<file path="src/rtl/cpu_trace_pkg.sv">
// Shared types for the writeback-trace checker.
//   trace_entry_t : one captured writeback {pc, wen, wnum, wdata}
//   chk_state_t   : checker FSM states
//   byte_mask()   : expands 4 byte enables into a 32-bit data mask
package cpu_trace_pkg;

  typedef struct packed {
    logic [31:0] pc;
    logic [3:0]  wen;
    logic [4:0]  wnum;
    logic [31:0] wdata;
  } trace_entry_t;

  typedef enum logic [1:0] {
    RUN   = 2'd0,
    DRAIN = 2'd1,
    ERROR = 2'd2,
    DONE  = 2'd3
  } chk_state_t;

  function automatic logic [31:0] byte_mask(input logic [3:0] wen);
    logic [31:0] m;
    for (int i = 0; i < 4; i++) m[i*8 +: 8] = {8{wen[i]}};
    return m;
  endfunction

endpackage

</file>
<file path="src/rtl/trace_fifo.sv">
// Synchronous FIFO of trace_entry_t.
//   clk, resetn : clock, async active-low reset (pointers only)
//   push, din   : write an entry (caller guarantees !full || pop)
//   pop, dout   : dout is the head, valid while !empty; pop advances it
//   full, empty : occupancy flags from the extra pointer wrap bit
// No fall-through: a pushed entry is visible at dout only after the edge.
module trace_fifo
  import cpu_trace_pkg::*;
#(
  parameter int DEPTH = 8
) (
  input  logic         clk,
  input  logic         resetn,
  input  logic         push,
  input  trace_entry_t din,
  input  logic         pop,
  output trace_entry_t dout,
  output logic         full,
  output logic         empty
);
  localparam int AW = $clog2(DEPTH);

  trace_entry_t  mem_q [DEPTH];
  logic [AW:0]   wr_ptr_q, wr_ptr_d;
  logic [AW:0]   rd_ptr_q, rd_ptr_d;

  always_comb begin
    wr_ptr_d = wr_ptr_q;
    rd_ptr_d = rd_ptr_q;
    if (push) wr_ptr_d = wr_ptr_q + 1'b1;
    if (pop)  rd_ptr_d = rd_ptr_q + 1'b1;
  end

  always_ff @(posedge clk or negedge resetn) begin
    if (!resetn) begin
      wr_ptr_q <= '0;
      rd_ptr_q <= '0;
    end else begin
      wr_ptr_q <= wr_ptr_d;
      rd_ptr_q <= rd_ptr_d;
    end
  end

  // Storage needs no reset; pointers define validity.
  always_ff @(posedge clk) begin
    if (push) mem_q[wr_ptr_q[AW-1:0]] <= din;
  end

  assign dout  = mem_q[rd_ptr_q[AW-1:0]];
  assign empty = (wr_ptr_q == rd_ptr_q);
  assign full  = (wr_ptr_q[AW] != rd_ptr_q[AW]) &&
                 (wr_ptr_q[AW-1:0] == rd_ptr_q[AW-1:0]);

endmodule

</file>
<file path="config.mk">
export PLATFORM = sky130hd
export DESIGN_NAME = trace_fifo
export DESIGN_NICKNAME = d
export VERILOG_FILES = /design/src/rtl/cpu_trace_pkg.sv /design/src/rtl/trace_fifo.sv
export SDC_FILE = /design/constraint.sdc
export NUM_CORES = 1
export LEC_CHECK = 0
export ABC_CLOCK_PERIOD_IN_PS = 8700
export CAP_MARGIN = 40
export CORE_MARGIN = 5
export CORE_UTILIZATION = 60
export CTS_BUF_LIST = sky130_fd_sc_hd__clkbuf_2 sky130_fd_sc_hd__clkbuf_4 sky130_fd_sc_hd__clkbuf_8
export CTS_CLUSTER_SIZE = 30
export DETAILED_ROUTE_END_ITERATION = 10
export PLACE_DENSITY = 0.78
export SYNTH_ARGS = -nofsm -noshare
export SYNTH_HDL_FRONTEND = slang
export SYNTH_SLANG_ARGS = --single-unit
export TNS_END_PERCENT = 100
</file>
<file path="constraint.sdc">
create_clock -name clk -period 8.7 [get_ports clk]
set_clock_uncertainty 0.2 [all_clocks]
set_input_delay 1.74 -clock clk [delete_from_list [all_inputs] [get_ports clk]]
set_output_delay 1.74 -clock clk [all_outputs]
set_load 0.02 [all_outputs]
</file>
==> metrics.cfg <==
[detailed_routing]
drc = 0
drtIter0Drc = 712
wl_per_cell_um = 25.6
ant_nets = 0
wl_um = 42200
drt-pass1-iter-count = 5
viasPerCell = 6.03
vias = 9952

[worst_hold_path]
whs_endpoint = rd_ptr_q[3]
min_path_type = reg -> reg
whs_path_depth = 1
hp-start = rd_ptr_q[3]

[grt]
grt_pass1_vias = 10708
grt_max_degree = 99
grt_usage = 0.210
grt-ovfl-total = 0
grt_pass1_wl_um = 64800
antenna_found_initial = 2

[logic_synthesis]
synth.distinct_cells = 19
syn_nets = 967
avgSynthCellArea_um2 = 25.2
synth_common_cells = 584 x edfxtp_1, 146 x mux4_2, 75 x mux2_2
synth-seq-cells = 592
netlist_top_cells_area = edfxtp_1 78%, mux4_2 15%, mux2_2 3.8%, dfrtp_1 0.90%, buf_6 0.66%
synth.top_cell.area_share = 0.785
ys_warn_count = 0
yosysTopAreaCell = edfxtp_1
synth_most_common_cell = edfxtp_1
synthArstFlopShare = 0.0135
synth-edff-count = 584
synthCells = 888
seq_area_frac_synth = 0.794
synth_ff_type = edfxtp_1
syn_area_um2 = 22300

[worst_setup_path]
rrSetupSlack_ps = 5710
critPathMaxStageDelay_ps = 600
worstPathArrival_ps = 3210
cp.required_ps = 6760
cp-start-kind = flip-flop
crit_path_end_kind = primary output
crit_slowest_cell = mux4_2
reg2reg_depth = 3
worst-path-max-fanout = 98
crit_chain = buf_12, mux4_2, mux2_2, clkdlybuf4s50_1
criticalPathCategory = reg -> out
r2r_end = mem_q[4][20]
r2r_start = wr_ptr_q[0]

[finish]
multi_input_area_um2 = 4380
finalInstanceArea_um2 = 26400
drive_gt1_frac = 0.332
nNetsFinal = 1191
seq_area_um2 = 17700
n_fill_cell = 2090
finalNonFillerCells = 1651
area_growth_pct = 18.2

[sta]
tightestPinTransition_ps = 893
holdWs_ps = 294
hold_viol = 0
slew_viol_final = 0
period_share = 0.592
max_freq_mhz = 194
min_period_ps = 5150
setup_tns_ps = 0
rsz0062_at_grt = false
max_slew_margin = 0.403
setup_viol = 0

[floorplan]
die_h_um = 203
die_w_um = 203
fp-row-count = 70
core_um2 = 36700
ios = 152
dieArea_um2 = 41200
start_util = 0.609

[clock_tree]
htreeDepth = 3
root_buffer = clkbuf_8
cts_resized = 0
clk_latency_ps = 630
clk_pin_slew_ps = 50
clock_path_buffers = 3
tritoncts = built
postCtsHoldBufs = 0
cts_buffers = 92
clock_sinks = 592
cts_setup_buffers = 0

[placed_design]
dp_hpwl_um = 23000
port_buffers = 151
gp_congestion = 0.690
dp_cells = 1486
placed_cell_area_um2 = 24600

[power]
leakage_uw = 0.00844
cellPowerDensity_nw_per_um2 = 345
peakVddDrop_mv = 0.331
total_power_uw = 9120

[status]
status = finished, final reports clean

[job]
maxCapViolations = 0

## cell type report
type	count	share of cell area
Antenna cell	1	0.0000947
Clock buffer	125	0.0585
Clock inverter	39	0.00990
Inverter	1	0.000189
Multi-Input combinational cell	251	0.166
Sequential cell	592	0.672
Tap cell	468	0.0222
Timing Repair Buffer	174	0.0715
## through the flow
stage,worst slack [ps],utilization
2_1_floorplan,1120,-
4_1_cts,3470,0.720
6_report,3550,0.720
5_1_grt,3330,0.720
3_5_place_dp,3840,0.671
3_3_place_gp,3840,0.664
## sequential cells by signal (all words and copies together), names as in the netlist
signal	flops
mem_q	584
rd_ptr_q	4
wr_ptr_q	4
## routing by layer
metal,up-vias,GRT usage,share of wire
li1,4291,-,-
met1,5310,0.297,0.42
met2,291,0.338,0.50
met3,58,0.0535,0.064
met4,2,0.0550,0.015
met5,-,0,0.00021
## report_power, final
part	internal, uW	leakage (uW)	switching, uW	total (uW)
clock	1260	0.000956	997	2260
combinational	1590	0.00208	1550	3140
sequential	3590	0.00540	138	3720
total	6430	0.00844	2690	9120
## cell families (layout without fill, tap and decap cells)
kind of cell             Yosys count  count (layout)  synth area share
adder cells (fa/ha/maj)            2               2           0.00112
other                              0               1                 0
XOR/XNOR                          10              10           0.00392
multiplexers                     221             221             0.185
buffers and inverters             45             339            0.0123
flip-flops                       592             592             0.794
AND/OR/NAND/NOR                   18              18           0.00403
## how the worst max path moves through the flow
| stage | endpoint | slack [ps] | depth (start not counted) | from |
|---|---|---|---|---|
| CTS | dout[20] | 3470 | 4 | rd_ptr_q[0] |
| global placement | dout[49] | 3840 | 4 | rd_ptr_q[2] |
| detailed placement | mem_q[4][22] | 3840 | 4 | push |
| floorplan | mem_q[0][0] | 1120 | 2 | push |
| finish | dout[20] | 3550 | 4 | rd_ptr_q[0] |
| global route | dout[20] | 3330 | 4 | rd_ptr_q[0] |
## layout by cell type, fill, tap and decap left out
| cell type | Yosys | layout |
|---|---|---|
| xnor2_1 | 5 | 5 |
| ha_1 | 2 | 2 |
| clkbuf_8 | 0 | 97 |
| nor3_2 | 0 | 2 |
| clkinv_1 | 0 | 27 |
| dfrtp_4 | 0 | 3 |
| buf_12 | 0 | 2 |
| nor2_4 | 0 | 5 |
| nand2b_1 | 3 | 3 |
| nor4b_1 | 1 | 1 |
| edfxtp_1 | 584 | 584 |
| clkinv_2 | 0 | 9 |
| buf_4 | 0 | 12 |
| mux4_2 | 146 | 146 |
| clkbuf_4 | 0 | 28 |
| dfrtp_1 | 8 | 5 |
| nand4_1 | 2 | 2 |
| clkdlybuf4s50_1 | 0 | 151 |
| xor2_1 | 5 | 5 |
| buf_16 | 0 | 9 |
| diode_2 | 0 | 1 |
| nand2_1 | 4 | 4 |
| nor4_1 | 1 | 1 |
| bufinv_16 | 0 | 4 |
| mux2_2 | 75 | 75 |
## critical path, delay by kind of cell (launching register included)
| kind | cells | cell delay (ps) |
|---|---|---|
| muxes | 2 | 920 |
| buffers and inverters | 2 | 1140 |
| DFF | 1 | 420 |
Power figures use the tool's default switching activity.
